**src/rtl/nimplus_pkg.sv**
```systemverilog
// Shared constants and types for the NIM+ DAC programming path.
package nimplus_pkg;

  localparam int DAC_WORD_BITS = 24;

  localparam logic [31:0] DAC_ADDR_DEF  = 32'h0000_0010;
  localparam logic [31:0] CTRL_ADDR_DEF = 32'h0000_0011;

  typedef enum logic [2:0] {
    IDLE,
    SETUP,
    SHIFT_HI,
    SHIFT_LO,
    HOLD
  } dac_state_t;

endpackage

```
**src/rtl/dac_prog_ctrl_fifo.sv**
```systemverilog
// First-word-fall-through synchronous FIFO; rdata is valid whenever !empty.
module sync_fifo #(
  parameter int WIDTH = 24,
  parameter int DEPTH = 4
) (
  input  logic                     clk,
  input  logic                     rst,
  input  logic                     push,
  input  logic [WIDTH-1:0]         wdata,
  input  logic                     pop,
  output logic [WIDTH-1:0]         rdata,
  output logic                     full,
  output logic                     empty,
  output logic [$clog2(DEPTH):0]   level
);

  localparam int AW = $clog2(DEPTH);

  logic [DEPTH-1:0][WIDTH-1:0] mem_q;
  logic [AW-1:0]               wr_ptr_q, wr_ptr_d;
  logic [AW-1:0]               rd_ptr_q, rd_ptr_d;
  logic [AW:0]                 level_q, level_d;
  logic                        wr_en, rd_en;

  assign full  = (level_q == (AW+1)'(DEPTH));
  assign empty = (level_q == '0);
  assign level = level_q;
  assign rdata = mem_q[rd_ptr_q];

  // A push into a full FIFO is legal when a pop frees the slot in the same cycle.
  assign wr_en = push && (!full || pop);
  assign rd_en = pop && !empty;

  always_comb begin
    wr_ptr_d = wr_ptr_q;
    rd_ptr_d = rd_ptr_q;
    level_d  = level_q;
    if (wr_en) wr_ptr_d = wr_ptr_q + 1'b1;
    if (rd_en) rd_ptr_d = rd_ptr_q + 1'b1;
    case ({wr_en, rd_en})
      2'b10:   level_d = level_q + 1'b1;
      2'b01:   level_d = level_q - 1'b1;
      default: level_d = level_q;
    endcase
  end

  always_ff @(posedge clk or posedge rst) begin
    if (rst) begin
      wr_ptr_q <= '0;
      rd_ptr_q <= '0;
      level_q  <= '0;
    end else begin
      wr_ptr_q <= wr_ptr_d;
      rd_ptr_q <= rd_ptr_d;
      level_q  <= level_d;
    end
  end

  always_ff @(posedge clk) begin
    if (wr_en) mem_q[wr_ptr_q] <= wdata;
  end

endmodule

```
**src/rtl/dac_prog_ctrl.sv**
```systemverilog
// Queues DAC command words from the Ethernet register bus and shifts them out
// MSB first on the NIM+ threshold DAC serial interface.
module dac_prog_ctrl
  import nimplus_pkg::*;
#(
  parameter logic [31:0] DAC_ADDR   = DAC_ADDR_DEF,
  parameter logic [31:0] CTRL_ADDR  = CTRL_ADDR_DEF,
  parameter int          CLK_DIV    = 4,
  parameter int          FIFO_DEPTH = 4
) (
  input  logic                          MASTER_CLK,
  input  logic                          reset_in,
  input  logic                          rx_wren,
  input  logic [31:0]                   rx_addr,
  input  logic [63:0]                   rx_data,
  output logic                          busy,
  output logic [$clog2(FIFO_DEPTH):0]   fifo_level,
  output logic                          overflow,
  output logic [15:0]                   words_sent,
  output logic                          DAC_SER_CLK,
  output logic                          DAC_NSYNC,
  output logic                          DAC_DIN
);

  localparam int DIVW = $clog2(2*CLK_DIV) + 1;
  localparam logic [DIVW-1:0] DIV_HALF = DIVW'(CLK_DIV - 1);
  localparam logic [DIVW-1:0] DIV_HOLD = DIVW'(2*CLK_DIV - 1);
  localparam logic [4:0]      LAST_BIT = 5'(DAC_WORD_BITS - 1);

  dac_state_t                 state_q, state_d;
  logic [DIVW-1:0]            div_q, div_d;
  logic [4:0]                 bit_q, bit_d;
  logic [DAC_WORD_BITS-1:0]   shreg_q, shreg_d;
  logic                       sclk_q, sclk_d;
  logic                       nsync_q, nsync_d;
  logic                       ovf_q, ovf_d;
  logic [15:0]                words_sent_q, words_sent_d;

  logic                       wr_dac, wr_ctrl, drop;
  logic                       fifo_push, fifo_pop, fifo_full, fifo_empty;
  logic [DAC_WORD_BITS-1:0]   fifo_rdata;
  logic [$clog2(FIFO_DEPTH):0] fifo_lvl;
  logic                       unused_rx_hi;

  assign unused_rx_hi = ^rx_data[63:DAC_WORD_BITS];

  assign wr_dac    = rx_wren && (rx_addr == DAC_ADDR);
  assign wr_ctrl   = rx_wren && (rx_addr == CTRL_ADDR);
  assign drop      = wr_dac && fifo_full && !fifo_pop;
  assign fifo_push = wr_dac && !drop;

  sync_fifo #(
    .WIDTH (DAC_WORD_BITS),
    .DEPTH (FIFO_DEPTH)
  ) u_fifo (
    .clk   (MASTER_CLK),
    .rst   (reset_in),
    .push  (fifo_push),
    .wdata (rx_data[DAC_WORD_BITS-1:0]),
    .pop   (fifo_pop),
    .rdata (fifo_rdata),
    .full  (fifo_full),
    .empty (fifo_empty),
    .level (fifo_lvl)
  );

  // DIN is the shift register MSB: after 24 shifts the register is all zero,
  // so DIN naturally returns low for HOLD and IDLE.
  always_comb begin
    state_d      = state_q;
    div_d        = div_q;
    bit_d        = bit_q;
    shreg_d      = shreg_q;
    sclk_d       = sclk_q;
    nsync_d      = nsync_q;
    words_sent_d = words_sent_q;
    fifo_pop     = 1'b0;
    case (state_q)
      IDLE: begin
        if (!fifo_empty) begin
          fifo_pop = 1'b1;
          shreg_d  = fifo_rdata;
          nsync_d  = 1'b0;
          sclk_d   = 1'b1;
          div_d    = DIV_HALF;
          bit_d    = '0;
          state_d  = SETUP;
        end
      end
      SETUP: begin
        if (div_q == '0) begin
          div_d   = DIV_HALF;
          state_d = SHIFT_HI;
        end else div_d = div_q - 1'b1;
      end
      SHIFT_HI: begin
        if (div_q == '0) begin
          sclk_d  = 1'b0;
          div_d   = DIV_HALF;
          state_d = SHIFT_LO;
        end else div_d = div_q - 1'b1;
      end
      SHIFT_LO: begin
        if (div_q == '0) begin
          sclk_d  = 1'b1;
          shreg_d = {shreg_q[DAC_WORD_BITS-2:0], 1'b0};
          if (bit_q == LAST_BIT) begin
            nsync_d      = 1'b1;
            words_sent_d = words_sent_q + 16'd1;
            div_d        = DIV_HOLD;
            state_d      = HOLD;
          end else begin
            bit_d   = bit_q + 5'd1;
            div_d   = DIV_HALF;
            state_d = SHIFT_HI;
          end
        end else div_d = div_q - 1'b1;
      end
      HOLD: begin
        if (div_q == '0) state_d = IDLE;
        else             div_d   = div_q - 1'b1;
      end
      default: state_d = IDLE;
    endcase
  end

  // A drop in the same cycle as a clear leaves the flag set.
  always_comb begin
    ovf_d = ovf_q;
    if (wr_ctrl && rx_data[0]) ovf_d = 1'b0;
    if (drop)                  ovf_d = 1'b1;
  end

  always_ff @(posedge MASTER_CLK or posedge reset_in) begin
    if (reset_in) begin
      state_q      <= IDLE;
      div_q        <= '0;
      bit_q        <= '0;
      shreg_q      <= '0;
      sclk_q       <= 1'b1;
      nsync_q      <= 1'b1;
      ovf_q        <= 1'b0;
      words_sent_q <= '0;
    end else begin
      state_q      <= state_d;
      div_q        <= div_d;
      bit_q        <= bit_d;
      shreg_q      <= shreg_d;
      sclk_q       <= sclk_d;
      nsync_q      <= nsync_d;
      ovf_q        <= ovf_d;
      words_sent_q <= words_sent_d;
    end
  end

  assign DAC_SER_CLK = sclk_q;
  assign DAC_NSYNC   = nsync_q;
  assign DAC_DIN     = shreg_q[DAC_WORD_BITS-1];
  assign overflow    = ovf_q;
  assign words_sent  = words_sent_q;
  assign fifo_level  = fifo_lvl;
  assign busy        = (state_q != IDLE) || (fifo_lvl != '0);

endmodule

```
**config.mk**
```make
export PLATFORM = sky130hd
export DESIGN_NAME = dac_prog_ctrl
export DESIGN_NICKNAME = d
export VERILOG_FILES = /design/src/rtl/nimplus_pkg.sv /design/src/rtl/dac_prog_ctrl_fifo.sv /design/src/rtl/dac_prog_ctrl.sv
export SDC_FILE = /design/constraint.sdc
export NUM_CORES = 1
export LEC_CHECK = 0
export BUFFER_PORTS_ARGS = -buffer_cell sky130_fd_sc_hd__buf_2
export CAP_MARGIN = 30
export CELL_PAD_IN_SITES_DETAIL_PLACEMENT = 0
export CELL_PAD_IN_SITES_GLOBAL_PLACEMENT = 1
export CORE_MARGIN = 3
export CORE_UTILIZATION = 40
export DETAILED_ROUTE_END_ITERATION = 16
export GPL_ROUTABILITY_DRIVEN = 0
export PLACE_DENSITY = 0.81
export SLEW_MARGIN = 30
export SYNTH_ARGS = -nofsm -noshare
export SYNTH_HDL_FRONTEND = slang
export SYNTH_SLANG_ARGS = --single-unit
```
**constraint.sdc**
```tcl
create_clock -name MASTER_CLK -period 4.4 [get_ports MASTER_CLK]
set_input_delay 0.44 -clock MASTER_CLK [delete_from_list [all_inputs] [get_ports MASTER_CLK]]
set_output_delay 0.44 -clock MASTER_CLK [all_outputs]
set_load 0.05 [all_outputs]
```
* Word level (Yosys, flattened, before mapping)
Cells that the tools add are included.
** Cells by class
- Add/subtract/negate cells :: 7
- Magnitude comparators :: 3
- Equality and inequality tests :: 18
- Muxes and demuxes :: 38
- Reductions and logical operators :: 33
** Operator list (count)
- 96-bit bitwise mux :: 1
- 24-bit 2-to-1 mux :: 4
- 32-bit by 5-bit equality test with 1-bit output (second input constant) :: 2
- 24-bit binary-select mux with 2-bit select :: 1
- 24-bit demux with 2-bit select :: 1
- 24-bit one-hot mux with 2 select lines :: 1
- 3-bit 2-to-1 mux :: 7
- 16-bit by 1-bit adder with 16-bit output (second input constant) :: 1
- 4-bit 2-to-1 mux :: 4
- 2-bit != test (second input constant) :: 8
- 4-bit one-hot mux with 4 select lines :: 1
- 5-bit 2-to-1 mux :: 3
- 3-bit one-hot mux with 5 select lines :: 1
- 4-bit AND reduction :: 3
- 1-bit 2-to-1 mux :: 10
- 5-bit one-hot mux with 2 select lines :: 1
- 1-bit logical AND :: 9
- 3-bit AND reduction :: 3
- 3-bit nonzero test :: 3
- 3-bit by 2-bit equality test with 1-bit output (second input constant) :: 2
- 3-bit equality test (second input constant) :: 2
- 3-bit zero test :: 2
- 2-bit by 3-bit less-than comparator with 1-bit output (second input constant) :: 2
- 3-bit one-hot mux with 2 select lines :: 1
- other kinds (19) :: 26
** Word-level totals
- Flip-flop bits (word level) :: 158
- Input port bits :: 99
- Output and inout bits :: 24
- Word-level logic and storage cells :: 114

* Logic depth before layout (Yosys ltp)
Gate-level depths: netlist of the first run.
- Depth in word-level cells :: 10
- Depth in mapped cells :: 10
- Depth with buffers taken out :: 10

* By module
From an unflattened synthesis of the first run, not the netlist that was laid out.
** Unflattened totals
- Cells, all modules :: 475
- Area total of the unflattened synthesis :: 6752.7 um^2
** Modules (own cells, without submodules)
- sync_fifo :: instances 1, cells each 165, area an instance 3898.7 um^2, sequential area each 3057.9 um^2
- dac_prog_ctrl :: instances 1, cells each 310, area an instance 2854.0 um^2, sequential area each 1378.8 um^2

* Worst setup path after synthesis of the first run
Ideal clock, no wire load.
- Path type :: input to register
- Start point :: input rx_addr[28]
- End point :: register u_fifo.mem_q[0] in the netlist's numbering, enable pin
- Setup time :: 0.383 ns
- Arrival :: 2.224 ns
- Required time :: 4.017 ns
- Slack :: 1.793 ns
- Stages on the path :: 3
- Buffers on the path :: 0
- Path through :: or4b_2 -> nor4_4 -> and2_1
** Between the ends
- Cells in the longest elaborated chain, start to end :: 7
** RTL lines
- start, declared :: RTL line dac_prog_ctrl.sv:14 : input logic [31:0] rx_addr,
- 32-bit by 5-bit equality test with 1-bit output (*) :: RTL line dac_prog_ctrl.sv:47 : assign wr_dac = rx_wren && (rx_addr == DAC_ADDR);
- 1-bit logical AND (*) :: RTL line dac_prog_ctrl.sv:47
- 1-bit logical AND (2 in series) :: RTL line dac_prog_ctrl.sv:49 : assign drop = wr_dac && fifo_full && !fifo_pop;
- 1-bit zero test :: RTL line dac_prog_ctrl.sv:50 : assign fifo_push = wr_dac && !drop;
- 1-bit logical AND (*) :: RTL line dac_prog_ctrl.sv:50
- 1-bit logical AND (*) :: RTL line dac_prog_ctrl_fifo.sv:31 : assign wr_en = push && (!full || pop);
- end signal, assigned by index :: RTL line dac_prog_ctrl_fifo.sv:60 : if (wr_en) mem_q[wr_ptr_q] <= wdata;
- end, declared :: RTL line dac_prog_ctrl_fifo.sv:19 : logic [DEPTH-1:0][WIDTH-1:0] mem_q;
Mark *: on every way between the ends. The rest lies on a longest branch, timed or not.
A chain may end at the register's enable or synchronous reset.

* Worst setup path in the final report of the first run
- Start point :: register state_q[1]
- End point :: register u_fifo.level_q[2], in the netlist u_fifo.level[2]
** Between the ends
- Cells in the longest elaborated chain, start to end :: 9
- Elaborated cells on any way between the ends :: 13
- Those cells by class :: eq/ne: 2; mux: 2; reduce/logical: 9
** RTL lines
- start, declared :: RTL line dac_prog_ctrl.sv:30 : dac_state_t state_q, state_d;
- start signal, assigned :: RTL line dac_prog_ctrl.sv:145 : state_q <= state_d;
- 3-bit zero test (*) :: RTL line dac_prog_ctrl.sv:78 : case (state_q)
- 1-bit 2-to-1 mux (*) :: RTL line dac_prog_ctrl.sv:78
- 1-bit zero test :: RTL line dac_prog_ctrl.sv:49
- 1-bit logical AND :: RTL line dac_prog_ctrl.sv:49
- 1-bit zero test :: RTL line dac_prog_ctrl.sv:50
- 1-bit logical AND :: RTL line dac_prog_ctrl.sv:50
- 1-bit logical AND :: RTL line dac_prog_ctrl_fifo.sv:31
- 2-bit by 1-bit equality test with 1-bit output or 2-bit equality test (tied branches) :: RTL line dac_prog_ctrl_fifo.sv:40 : case ({wr_en, rd_en})
- 3-bit one-hot mux with 2 select lines or 2-bit nonzero test (tied branches)
- end signal, assigned :: RTL line dac_prog_ctrl_fifo.sv:55 : level_q <= level_d;
- end, declared :: RTL line dac_prog_ctrl_fifo.sv:22 : logic [AW:0] level_q, level_d;
Marks and branches as above.

==> results.yml, run 1 <==
global_route:
  grt_overflow: 0
  grt_pass1_wl_um: 21400
  grt_util_all_layers_pct: 15.0
  grt_antenna_before_repair: 0
  grt_max_degree: 63
  grt_pass1_vias: 4217
yosys:
  syn_area_mm2: 0.00659
  ys.flop_type: "edfxtp_1"
  synth_edf_count: 96
  synth-seq-area-share_pct: 67.3
  synth_nets: 568
  synthCells: 459
  yosys_warnings: 0
  synth-seq-cells: 158
  synth_cell_types: 49
  synth_area_per_cell_um2: 14.4
  async_flop_share_pct: 39.2
die:
  die_y_um: 134
  coreArea_mm2: 0.0160
  num_io_pins: 123
  die_area_mm2: 0.0180
  start_util_pct: 41.2
  row_count: 46
  die_w_um: 134
power_and_ir_drop:
  p_per_area_mw_per_mm2: 389
  p_clk_share_pct: 46.6
  switching_share_pct: 21.3
  combPwrFrac_pct: 1.6
  design_power_total_mw: 3.04
  leakagePower_nw: 3.08
  ir_drop_uv: 465
  p_int_mw: 2.39
  sequentialPowerShare_pct: 51.8
  p_switching_uw: 650
sta:
  tns_ns: 0
  setup_viol: 0
  hold_violations: 0
  relSlewSlack_pct: 43.4
  rsz0062_at_grt: "false"
  tightest_slew_ns: 0.845
  timing.fmax_mhz: 358
  hold_ws_ns: 0.218
  min_period_ns: 2.79
  fin_skew_ns: 0.00754
  post-route-period-util_pct: 63.4
  maxSlewViolCount: 0
critical_path:
  worstPathArrival_ns: 3.08
  crit_fanout: 12
  worstPathRequired_ns: 4.69
  criticalPathCategory: "flip-flop to flip-flop"
  startpoint_type: "flip-flop"
  worst_r2r_path_depth: 10
  end_kind: "flip-flop"
clock_network:
  cts_sinks: 158
  ctsResizeCount: 0
  cts_setup_buffers: 0
  ctsHoldBuffers: 0
  clk_pin_slew_ns: 0.07
  clock_path_buffers: 2
  cts_buffers: 17
  htree_levels: 4
  clock_latency_ns: 0.42
  root_buffer: "clkbuf_16"
  cts_tree: "yes"
route:
  drt-initial-drc-count: 280
  drtPass1Iterations: 5
  vias: 3952
  avgViaCountPerCell: 5.09
  finalWirelength_um: 12700
  avgRoutedWirePerCell_um: 16.4
  ant_nets: 0
  post-route-drc-count: 0
final_layout:
  area_delta_synth_final_pct: 18.8
  fin_cells: 776
  fin_nets: 656
  drive_gt1_share_pct: 28.2
  n_antenna_cell: 0
  fin_util_pct: 48.9
placement:
  io_buffers: 82
  place_hpwl_um: 8030
  dp_cells: 744
run:
  max_cap_viol_count: 0
outcome:
  status: "finished clean"
worst_hold_path:
  whs_path_depth: 2
  holdCritPathClass: "primary input to flip-flop"
kinds of logic after synthesis:
kind of cell	synth area share [%]
flops	67.3
buf+inv	2.37
fa+ha+maj	2.01
simple gates	11.4
xor+xnor	3.19
mux	8.91
compound gates	4.80
state kept, by name, summed over array words and instances, names as in the netlist:
signal / cells
bit_q: 5
div_q: 4
u_fifo.mem_q: 96
u_fifo.rd_ptr_q: 2
words_sent: 16
state_q: 3
u_fifo.wr_ptr_q: 2
u_fifo.level: 3
DAC_SER_CLK: 1
shreg_q: 24
overflow: 1
DAC_NSYNC: 1
worst max-delay path, cell delays in order (launching register included):
cell	delay, ns
dfrtp_1	0.49
or3_1	0.48
a31o_1	0.28
nor4_4	0.48
inv_1	0.09
ha_1	0.22
inv_1	0.07
fa_1	0.18
xor2_1	0.15
nor2_1	0.07
xor2_1	0.14
power groups by stage:
stage / clock network (mW) / logic [mW] / registers, mW
6_report: 1.42 / 0.0486 / 1.58
5_1_grt: 1.53 / 0.0562 / 1.57
4_1_cts: 1.45 / 0.0503 / 1.58
3_5_place_dp: 0 / 0.0501 / 1.61
3_3_place_gp: 0 / 0.0465 / 1.61
2_1_floorplan: 0 / 0.0115 / 1.61
metrics by stage:
step                      worst slack [ns]  instance area (um^2)
after CTS                             1.59                  7820
after global routing                  1.42                  7830
after global placement                1.74                  7250
final                                 1.61                  7830
after floorplan                       1.79                  6590
after detailed placement              1.61                  7250
layer usage:
layer / share of wire (%) / routed length, um / track usage [%] / vias to the layer above
li1: - / - / - / 1886
met1: 44 / 5580 / 19.4 / 1987
met5: 0 / 0 / 0 / -
met3: 3.5 / 452 / 4.69 / 10
met4: 0.88 / 112 / 3.62 / 0
met2: 52 / 6590 / 25.0 / 69
layout by cell type, fill, tap and decap left out, types with 10 or more instances in the layout:
master,count
nand2_1,54
a31oi_1,24
buf_2,82
nand4_1,10
edfxtp_1,96
dfrtp_1,60
inv_1,15
nor2_1,35
nand3_1,12
mux4_2,24
xnor2_1,19
clkbuf_16,17
cell usage after synthesis, types with 2 or more instances:
library cell  number  area [um^2]
nor2_1            35          131
nor4_1             8         50.1
a21oi_1            7         35.0
o21ai_0            8         40.0
mux4_2            24          541
and4_1             2         17.5
nand2b_1           2         12.5
and2_1             7         43.8
xnor2_1           19          166
nand2_1           54          203
nand4_1           10         62.6
and3_1             3         18.8
a31oi_1           24          150
inv_1             16         60.1
nor3_1             4         20.0
or3_1              3         18.8
xor2_1             5         43.8
edfxtp_1          96         2880
buf_2             11         55.1
dfrtp_1           60         1500
dfstp_2            2         52.6
ha_1               9          113
mux2i_1            2         20.0
clkbuf_1          11         41.3
nand3b_1           2         15.0
nand3_1           12         60.1
worst paths after layout:
kind                                 from              end  slack (ns)
min                            rx_addr[0]         overflow        0.22
min reg2reg                words_sent[15]   words_sent[15]        0.48
max in group asynchronous        reset_in       shreg_q[6]        3.62
max reg2reg                    state_q[1]  u_fifo.level[2]        1.61
min in group asynchronous        reset_in      shreg_q[15]        0.25
max                            state_q[1]  u_fifo.level[2]        1.61
area by class of cell:
class                      instances  area, um^2
fill                            1426        8170
clock inverter                    15         151
tap                              216         270
clock buffer                      17         425
timing repair buffer              91         478
inverter                          16        60.1
sequential                       158        4440
multi-input combinational        263        2010
Power figures use the tool's default switching activity.
==> inputs of run 2 (changes only) <==
--- a/config.mk
+++ b/config.mk
@@ -13,7 +13,7 @@
 export CORE_UTILIZATION = 40
 export DETAILED_ROUTE_END_ITERATION = 16
 export GPL_ROUTABILITY_DRIVEN = 0
-export PLACE_DENSITY = 0.81
+export PLACE_DENSITY = 0.83
 export SLEW_MARGIN = 30
 export SYNTH_ARGS = -nofsm -noshare
 export SYNTH_HDL_FRONTEND = slang
==> constraint.sdc (replaced) <==
create_clock -name MASTER_CLK -period 2.4 [get_ports MASTER_CLK]
set_input_delay 0.24 -clock MASTER_CLK [delete_from_list [all_inputs] [get_ports MASTER_CLK]]
set_output_delay 0.24 -clock MASTER_CLK [all_outputs]
set_load 0.05 [all_outputs]
==> results.yml, run 2 (synthesis gave the netlist of run 1 again) <==
die:
  start_util_pct: 41.2
  num_io_pins: 123
  row_count: 46
  die_w_um: 134
  die_area_mm2: 0.0180
  die_y_um: 134
  coreArea_mm2: 0.0160
clock_network:
  cts_buffers: 17
  ctsResizeCount: 0
  cts_tree: "yes"
  cts_sinks: 158
  clk_pin_slew_ns: 0.07
  cts_setup_buffers: 0
  root_buffer: "clkbuf_16"
  clock_latency_ns: 0.43
  htree_levels: 4
  clock_path_buffers: 2
final_layout:
  area_delta_synth_final_pct: 22.4
  fin_cells: 794
  seq_area_mm2: 0.00444
  n_antenna_cell: 0
  mostFrequentLayoutCells: "96 x edfxtp_1, 82 x buf_2, 60 x dfrtp_1"
  fin_area_mm2: 0.00807
  multi_input_area_mm2: 0.00201
  fin_nets: 674
  fill_cells: 1388
  largest_reg_flops: 96
  mostFrequentLayoutCell: "edfxtp_1"
  drive_gt1_share_pct: 30.6
  largest-register: "u_fifo.mem_q"
critical_path:
  end_kind: "flip-flop"
  cp_top_family: "simple AND/OR/NAND/NOR gates"
  worstPathRequired_ns: 2.71
  startpoint_type: "flip-flop"
  crit_fanout: 2
  cp_num_buf_inv: 2
  slowest_delay_ns: 0.40
  criticalPathCategory: "flip-flop to flip-flop"
  worstPathArrival_ns: 2.58
  crit_slowest_cell: "or3_1"
  crit_chain: "or3_1, a31o_1, nor4_4, inv_1, ha_1, inv_1, fa_1, xor2_1, nor2_1, xor2_1"
outcome:
  status: "finished clean"
sta:
  setup_viol: 0
  maxSlewViolCount: 0
  min_period_ns: 2.27
  hold_violations: 0
  post-route-period-util_pct: 94.5
  rsz0062_at_grt: "false"
  relSlewSlack_pct: 46.4
  worst_slack_ns: 0.132
  fin_skew_ns: 0.0111
  timing.fmax_mhz: 441
  tns_ns: 0
  tightest_slew_ns: 0.804
power_and_ir_drop:
  p_clk_share_pct: 47.7
  p_per_area_mw_per_mm2: 707
  leakagePower_nw: 3.20
  design_power_total_mw: 5.70
  switching_share_pct: 22.3
  combPwrFrac_pct: 1.6
  ir_drop_uv: 628
  sequentialPowerShare_pct: 50.6
  p_int_mw: 4.43
  p_switching_mw: 1.27
global_route:
  grt_max_degree: 63
  grt_pass1_vias: 4289
  grt_util_all_layers_pct: 15.1
  grt_antenna_before_repair: 0
  grt_overflow: 0
  grt_pass1_wl_um: 21100
route:
  drtPass1Iterations: 4
  vias: 4062
  finalWirelength_um: 12800
  post-route-drc-count: 0
  avgViaCountPerCell: 5.12
  ant_nets: 0
  drt-initial-drc-count: 272
  avgRoutedWirePerCell_um: 16.1
placement:
  placed_cell_area_mm2: 0.00743
  place_ws_ns: 0.0599
  io_buffers: 82
  dp_cells: 759
  place_hpwl_um: 8050
run:
  max_cap_viol_count: 0
worst_hold_path:
  holdCritPathClass: "primary input to flip-flop"
run 2: worst reg2reg max path: cells and delay by family, from the launching register on:
family | cells | cell delay, ns
AOI/OAI and AO/OA | 1 | 0.26
xor gates and xnor gates | 2 | 0.29
adders and majority gates | 2 | 0.38
buffers and inverters | 2 | 0.14
DFF | 1 | 0.37
and+or+nand+nor | 3 | 0.69
run 2: cell type report:
class	instances	area share, %
inverters	16	0.745
clock buffers	17	5.27
clock inverters	15	2.26
well taps	216	3.35
flip-flops and latches	158	55.0
repair buffers	109	8.47
multi-input cells	263	24.9
run 2: through the flow:
stage | hold slack [ns] | util, %
after global placement | 0.437 | 46.4
after detailed placement | 0.440 | 46.4
after global routing | 0.00470 | 50.4
after CTS | 0.000389 | 50.3
final | 0.0170 | 50.4
after floorplan | 0.325 | -
run 2: worst paths after layout:
kind | cells after the start | endpoint | slack (ns) | startpoint
hold / removal | 1 | u_fifo.mem_q[78] | 0.02 | rx_data[6]
hold reg to reg | 1 | words_sent[15] | 0.48 | words_sent[15]
min in group asynchronous | 3 | words_sent[6] | 0.04 | reset_in
setup / recovery | 10 | u_fifo.level[2] | 0.13 | state_q[1]
max in group asynchronous | 3 | shreg_q[10] | 1.84 | reset_in
setup reg to reg | 10 | u_fifo.level[2] | 0.13 | state_q[1]
run 2: repair_timing:
action,CTS,global route
hold buffers,2,1
setup endpoints to repair,0,2
endpoints found under the hold margin,5,4
run 2: routing by layer:
| metal | wire length, um | vias up | part of all wire (%) | global-route usage, % |
|---|---|---|---|---|
| li1 | - | 1916 | - | - |
| met1 | 5390 | 2068 | 42 | 18.0 |
| met2 | 6730 | 71 | 53 | 26.2 |
| met3 | 535 | 7 | 4.2 | 5.10 |
| met4 | 99 | 0 | 0.78 | 4.41 |
| met5 | 0 | - | 0 | 0 |
run 2: power groups by stage:
stage / combinational, mW / clock [mW] / sequential [mW]
floorplan: 0.0212 / 0 / 2.95
global placement: 0.0864 / 0 / 2.94
detailed placement: 0.0925 / 0 / 2.94
CTS: 0.0952 / 2.77 / 2.89
global route: 0.107 / 2.89 / 2.89
finish: 0.0936 / 2.72 / 2.89
